### config.mk
export PLATFORM = sky130hd
export DESIGN_NAME = i2s_rx
export DESIGN_NICKNAME = d
export VERILOG_FILES = /design/src/rtl/i2s_rx.sv
export SDC_FILE = /design/constraint.sdc
export NUM_CORES = 1
export LEC_CHECK = 0
export BUFFER_PORTS_ARGS = -buffer_cell sky130_fd_sc_hd__buf_2
export CELL_PAD_IN_SITES_DETAIL_PLACEMENT = 0
export CELL_PAD_IN_SITES_GLOBAL_PLACEMENT = 2
export CORE_MARGIN = 1
export CORE_UTILIZATION = 37
export CTS_BUF_LIST = sky130_fd_sc_hd__clkbuf_16
export CTS_CLUSTER_SIZE = 14
export DETAILED_ROUTE_END_ITERATION = 6
export GPL_TIMING_DRIVEN = 0
export PLACE_DENSITY_LB_ADDON = 0.3
export SYNTH_ARGS = -nofsm -noshare
export SYNTH_HDL_FRONTEND = slang
export SYNTH_SLANG_ARGS = --single-unit
### constraint.sdc
create_clock -name clk -period 2.72 [get_ports clk]
set_input_delay 0 -clock clk [delete_from_list [all_inputs] [get_ports clk]]
set_output_delay 0 -clock clk [all_outputs]
set_load 0.02 [all_outputs]
### src/rtl/i2s_rx.sv
// I2S capture receiver: oversamples bck/lclk/din on clk, deserializes WIDTH-bit
// left/right words and writes each complete stereo frame into a FIFO write port.
module i2s_rx #(
  parameter int WIDTH       = 32,
  parameter int SYNC_STAGES = 2
) (
  input  logic               clk,
  input  logic               aclr,
  input  logic               bck,
  input  logic               lclk,
  input  logic               din,
  output logic [2*WIDTH-1:0] sample,
  output logic               wrreq,
  input  logic               wrfull,
  output logic               locked,
  output logic               frame_err,
  output logic               overflow
);

  // Counter is wide enough to see WIDTH+1 so over-long words are detectable.
  localparam int CW = $clog2(WIDTH + 1) + 1;
  localparam logic [CW-1:0] CNT_W = CW'(WIDTH);

  typedef enum logic [1:0] {HUNT, LEFT, RIGHT} state_t;

  function automatic logic [CW-1:0] sat_inc(input logic [CW-1:0] c);
    return (c == '1) ? c : c + 1'b1;
  endfunction

  logic [SYNC_STAGES-1:0] bck_sync_q, lclk_sync_q, din_sync_q;
  logic                   bck_prev_q;
  logic                   bck_s, lclk_s, din_s, bit_ev;

  state_t                 state_q, state_d;
  logic [CW-1:0]          cnt_q, cnt_d, cnt_inc;
  logic [WIDTH-1:0]       left_sr_q, left_sr_d;
  logic [WIDTH-1:0]       right_sr_q, right_sr_d;
  logic [WIDTH-1:0]       left_q, left_d;
  logic                   lclk_prev_q, lclk_prev_d;
  logic                   emit_q, emit_d;
  logic [2*WIDTH-1:0]     sample_q, sample_d;
  logic                   wrreq_q, wrreq_d;
  logic                   locked_q, locked_d;
  logic                   frame_err_q, frame_err_d;
  logic                   overflow_q, overflow_d;

  assign bck_s  = bck_sync_q[SYNC_STAGES-1];
  assign lclk_s = lclk_sync_q[SYNC_STAGES-1];
  assign din_s  = din_sync_q[SYNC_STAGES-1];
  assign bit_ev = bck_s & ~bck_prev_q;

  // Stage 0: input synchronizers and bck edge history
  always_ff @(posedge clk) begin
    if (aclr) begin
      bck_sync_q  <= '0;
      lclk_sync_q <= '0;
      din_sync_q  <= '0;
      bck_prev_q  <= 1'b0;
    end else begin
      bck_sync_q  <= {bck_sync_q[SYNC_STAGES-2:0], bck};
      lclk_sync_q <= {lclk_sync_q[SYNC_STAGES-2:0], lclk};
      din_sync_q  <= {din_sync_q[SYNC_STAGES-2:0], din};
      bck_prev_q  <= bck_s;
    end
  end

  // Stage 1: framing FSM on bit events; stage 2: emit one clk after completion
  always_comb begin
    state_d     = state_q;
    cnt_d       = cnt_q;
    cnt_inc     = sat_inc(cnt_q);
    left_sr_d   = left_sr_q;
    right_sr_d  = right_sr_q;
    left_d      = left_q;
    lclk_prev_d = lclk_prev_q;
    emit_d      = 1'b0;
    sample_d    = sample_q;
    wrreq_d     = 1'b0;
    locked_d    = locked_q;
    frame_err_d = frame_err_q;
    overflow_d  = overflow_q;

    if (emit_q) begin
      sample_d = {left_q, right_sr_q};
      if (wrfull) begin
        overflow_d = 1'b1;
      end else begin
        wrreq_d  = 1'b1;
        locked_d = 1'b1;
      end
    end

    if (bit_ev) begin
      lclk_prev_d = lclk_s;
      case (state_q)
        HUNT: begin
          if (lclk_prev_q && !lclk_s) begin
            state_d = LEFT;
            cnt_d   = '0;
          end
        end
        LEFT: begin
          if (cnt_q < CNT_W) left_sr_d = {left_sr_q[WIDTH-2:0], din_s};
          cnt_d = cnt_inc;
          if (!lclk_prev_q && lclk_s) begin
            cnt_d = '0;
            if (cnt_inc == CNT_W) begin
              left_d  = left_sr_d;
              state_d = RIGHT;
            end else begin
              frame_err_d = 1'b1;
              locked_d    = 1'b0;
              state_d     = HUNT;
            end
          end
        end
        RIGHT: begin
          if (cnt_q < CNT_W) right_sr_d = {right_sr_q[WIDTH-2:0], din_s};
          cnt_d = cnt_inc;
          // The closing 1->0 edge also opens the next left word.
          if (lclk_prev_q && !lclk_s) begin
            cnt_d = '0;
            if (cnt_inc == CNT_W) begin
              state_d = LEFT;
              emit_d  = 1'b1;
            end else begin
              frame_err_d = 1'b1;
              locked_d    = 1'b0;
              state_d     = HUNT;
            end
          end
        end
        default: state_d = HUNT;
      endcase
    end
  end

  always_ff @(posedge clk) begin
    if (aclr) begin
      state_q     <= HUNT;
      cnt_q       <= '0;
      left_sr_q   <= '0;
      right_sr_q  <= '0;
      left_q      <= '0;
      lclk_prev_q <= 1'b0;
      emit_q      <= 1'b0;
      sample_q    <= '0;
      wrreq_q     <= 1'b0;
      locked_q    <= 1'b0;
      frame_err_q <= 1'b0;
      overflow_q  <= 1'b0;
    end else begin
      state_q     <= state_d;
      cnt_q       <= cnt_d;
      left_sr_q   <= left_sr_d;
      right_sr_q  <= right_sr_d;
      left_q      <= left_d;
      lclk_prev_q <= lclk_prev_d;
      emit_q      <= emit_d;
      sample_q    <= sample_d;
      wrreq_q     <= wrreq_d;
      locked_q    <= locked_d;
      frame_err_q <= frame_err_d;
      overflow_q  <= overflow_d;
    end
  end

  assign sample    = sample_q;
  assign wrreq     = wrreq_q;
  assign locked    = locked_q;
  assign frame_err = frame_err_q;
  assign overflow  = overflow_q;

endmodule

Yosys cells after proc, flatten, opt, wreduce, memory -nomap -nowiden
Cells that the tools add are included.
Widths: inputs -> output; s select.

operators by class
  add/subtract/negate cells = 1
  order comparisons = 1
  equality and inequality tests = 7
  multiplexer cells = 25
  bitwise gates (word level) = 6
  reductions and logical operators = 16

operators with widths
  kind                 count
  $mux 32              1
  $mux 7               4
  $pmux 7 s3           1
  $mux 1               12
  $reduce_and 4->1     3
  $mux 2               4
  $add 7x1->7 const B  1
  $eq 7x6->1 const B   1
  $eq 7x7->1 const B   1
  $lt 7x6->1 const B   1
  $ne 2x2->1 const B   3
  $pmux 2 s3           1
  $reduce_and 3->1     2
  $not 1->1            5
  $pmux 1 s2           2
  $reduce_and 2->1     2
  $reduce_or 4->1      1
  $reduce_bool 3->1    1
  $eq 2x1->1 const B   1
  $eq 2x2->1 const B   1
  $logic_and 1x1->1    2
  $logic_not 1->1      2
  $logic_not 2->1      1
  $reduce_bool 2->1    1
  other kinds (2)      2

word-level totals
  register bits after elaboration = 182
  output and inout port bits = 68
  logic and storage cells = 72

Depth between registers and ports, before layout
  word-level depth = 7
  mapped depth = 8

Worst setup path before layout
No wires, ideal clock.

  kind = flip-flop to flip-flop
  start = register cnt_q[0]
  end = register left_q[10]
  arrival time = 1.811 ns
  required time = 2.574 ns
  slack = 0.763 ns
  cell stages (with the launch flop) = 9
  path buffers = 2
  clock period less this slack = 1.957 ns
  cells stage by stage = dfxtp_1 ha_1 nand3_1 o32a_4 nor3_4 and4_1 clkbuf_4 buf_8 a211oi_2

between the ends
  cells in the longest elaborated chain, start to end = 4

ends and longest elaborated chain
  item                                       line  text
  from (decl)                                35    logic [CW-1:0] cnt_q, cnt_d, cnt_inc;
  from (signal assigned)                     154   cnt_q <= cnt_d;
  $add 7x1->7 or $eq 7x7->1 (tied branches)  27    return (c == '1) ? c : c + 1'b1;
  $mux 7                                     27
  $eq 7x6->1                                 107   if (cnt_inc == CNT_W) begin
  $reduce_and 4->1 (no line)                 --
  to (signal assigned)                       157   left_q <= left_d;
  to (decl)                                  38    logic [WIDTH-1:0] left_q, left_d;

Parallel ways exist; a longest one is shown, timed or not.
A chain may end at the register's enable or synchronous reset.

Worst setup path in the final report
  start = register cnt_q[1]
  end = register left_q[30]

Same word-level chain as after synthesis.

==> summary.md <==
| Metric | Value |
|---|---|
| Status | finished, final reports clean |
| Post-synthesis to final-layout area growth | 18.2% |
| Setup violations, final | 0 |
| Via/cell ratio | between 4 and 5 |
| Pint | about 4 mW |
| Placeable core area | approximately 19000 sq um |
| Peak VDD IR | about 430 uV |
| 1st-iter DRT viols | approximately 230 |
| Clock network fraction of design power | 0.458 |
| Proportion of layout cells with a drive suffix above 1 | 0.182 |
| DIE WIDTH | between 100 and 150 um |
| Endpoints failing hold | 0 |
| Top FF cell, synth | dfxtp_1 |
| Post-synthesis async set-or-reset flop share | 0 |
| TritonRoute pass-1 iters | 5 |
| Std cell rows | 50 |
| H-Tree Depth | 4 |
| Fin. max-slew vios | 0 |
| First-pass GRT wire length | 25500 um |
| Synth area leaders | dfxtp_1, mux2i_1, nand2_1 |
| Net load switching power | about 1.2 mW |
| Vert. Die Dim | roughly 140 um |
| Vias | between 5k and 6k |
| Seq pwr share | 0.526 |
| Synthesized instance count | around 750 |
| Cts repair resizes | 0 |
| CTS tree | built |
| Avg Inst Size Synth | approximately 9.4 sq um |
| Final GP Congestion | roughly 0.8 |
| EDFF count, synth | 0 |
| Synthesized area | a little over 7000 sq um |
| Commonest non-fill, non-tap cell in the layout | dfxtp_1 |
| Total detailed-routing wirelength | 15400 um |
| WS Path Type | register to register |
| Antenna Nets Post-Route | 0 |
| HPWL Detailed | 10800 um |
| Clock skew | 11.3 ps |
| Worst-path clk slew | approximately 70 ps |
| Clock Path Buffers | 2 |
| Die area | ~20000 sq um |
| Fmax | about 0.45 GHz |
| Setup_tns | 0 ps |
| Unrepaired setup endpoints after global routing | no |
| Final core utilization | 0.447 |
| DRC Markers | 0 |
| CP required | ~3000 ps |
| Number of synthesized register bits | 182 |
| CTS buffer count | 17 |
| Footprint of the multi-input gates | 3170 sq um |
| GRT Residual Overflow | 0 |
| Most frequent cells in the layout | dfxtp_1, nand2_1, nor2_1, mux2i_1, buf_2 |
| Pre-CTS WS | 493 ps |
| Vias in the first global route | 4992 |
| Synth Net Count | ~760 |
| IO Pins | between 70 and 80 |
| Fillers | 1856 |
| Final net count | approximately 860 |
| Max Cap Viol | 0 |
| Drt wl/cell | roughly 14 um |
| Port Buffer Count | 72 |
| Sequential-to-total area share from yosys stat | 0.514 |
| Clk root buf | clkbuf_16 |
| Combinational share of power | 0.016 |
| Largest net degree at the start of global routing | 19 |
| Worst Path Arrival | about 2500 ps |
| Hold Crit Class | primary input to register |
| Critical path endpoint category | register |
| CTS sink cnt | roughly 180 |
| Final period util | 0.822 |
| Minimum clock period | 2240 ps |
| Post-synth top area cell | dfxtp_1 |
| Leakage power | around 3.2 nW |
| Post-synth top area share | 0.514 |
| Final worst setup slack | roughly 480 ps |
| Power per Cell Area | between 600 and 700 nW/um^2 |
| Critical Path Start Type | register |
| Initial antenna violation count | 0 |
| Warnings, synthesis | 0 |
| Diodes inserted | 0 |
| Synth cell types | 45 |
| Net Sw Frac | 0.232 |
| Clock insertion delay at the later pin of the skew report | about 430 ps |
| All-Layer GR Usage | 0.163 |
| Worst Tran Pin Value | between 800 and 900 ps |
| Max FO, Critical Path | 10 |
| Initial core utilization | 0.378 |
| Post-CTS setup buffers | 0 |
| Max-Slew Margin vs Limit | 0.432 |
| Sequential Area | roughly 3600 sq um |
metal layers:
metal  part of all wire  vias up  track usage
met2               0.46       87        0.258
met1               0.50     2491        0.216
met5                  0        -            0
met4              0.016        0       0.0686
met3              0.027       15       0.0345
li1                   -     2752            -
final cells by class:
type	count	share of cell area
plain buffers	54	0.0325
inverters	3	0.00134
clock inverters	15	0.0160
multi-input cells	512	0.377
well taps	234	0.0349
repair buffers	80	0.0525
flip-flops and latches	182	0.434
clock buffers	17	0.0507
registers in the layout, indices dropped and copies added, names as in the netlist:
| signal | cells |
|---|---|
| cnt_q | 7 |
| state_q | 2 |
| lclk_sync_q | 2 |
| wrreq | 1 |
| locked | 1 |
| lclk_prev_q | 1 |
| din_sync_q | 2 |
| left_sr_q | 32 |
| emit_q | 1 |
| left_q | 32 |
| sample | 64 |
| bck_sync_q | 2 |
| bck_prev_q | 1 |
| right_sr_q | 32 |
| frame_err | 1 |
| overflow | 1 |
synth_stat cells, drive strengths merged, types with 4 or more instances:
| library cell | count |
|---|---|
| dfxtp | 182 |
| nand2 | 138 |
| nor2 | 106 |
| mux2i | 96 |
| a21oi | 74 |
| clkbuf | 38 |
| a211oi | 35 |
| buf | 16 |
| nor2b | 10 |
| nand3 | 9 |
| ha | 5 |
| nand2b | 4 |
| nor3 | 4 |
| o21ai | 4 |
worst paths after layout:
kind | from | to | slack [ps] | depth (start not counted)
worst max-delay path | cnt_q[1] | left_q[30] | 480 | 8
worst min-delay path | aclr | locked | 190 | 3
worst max register to register | cnt_q[1] | left_q[30] | 480 | 8
worst min register to register | bck_sync_q[0] | bck_sync_q[1] | 440 | 1
logic make-up after synthesis:
logic type / synth area share
AND/OR/NAND/NOR: 0.170
multiplexers: 0.135
adder cells (fa/ha/maj): 0.00882
AO/OA/AOI/OAI: 0.132
flip-flops: 0.514
buffers and inverters: 0.0400
through the flow:
step           area [sq um]  hold WS [ps]  power [mW]  instances
2_1_floorplan          7090          88.6        2.78        751
3_3_place_gp           7750           215        2.81       1057
3_5_place_dp           7750           218        2.81       1057
4_1_cts                8390           184        5.16       1097
5_1_grt                8390           196        5.29       1097
6_report               8390           189        5.08       1097
timing repair:
| item | 4_1_cts | 5_1_grt |
|---|---|---|
| hold endpoints to repair | 9 | 0 |
| hold buffers | 8 | 0 |
| endpoints found under the setup margin | 0 | 0 |
power groups by stage:
stage | logic (mW) | clock network, mW | registers [mW]
detailed placement | 0.0770 | 0 | 2.73
CTS | 0.0859 | 2.41 | 2.67
global placement | 0.0756 | 0 | 2.73
floorplan | 0.0477 | 0 | 2.73
finish | 0.0834 | 2.32 | 2.67
global route | 0.0914 | 2.53 | 2.67
worst max-delay path, stage by stage, from the launching register on:
cell and delay, ps:
dfxtp_1 460, ha_1 270, nand3_1 110, o32a_4 350, nor3_4 230, and4_1 220, clkbuf_4 200, buf_8 170
a211oi_2 80
Power figures use the tool's default switching activity.
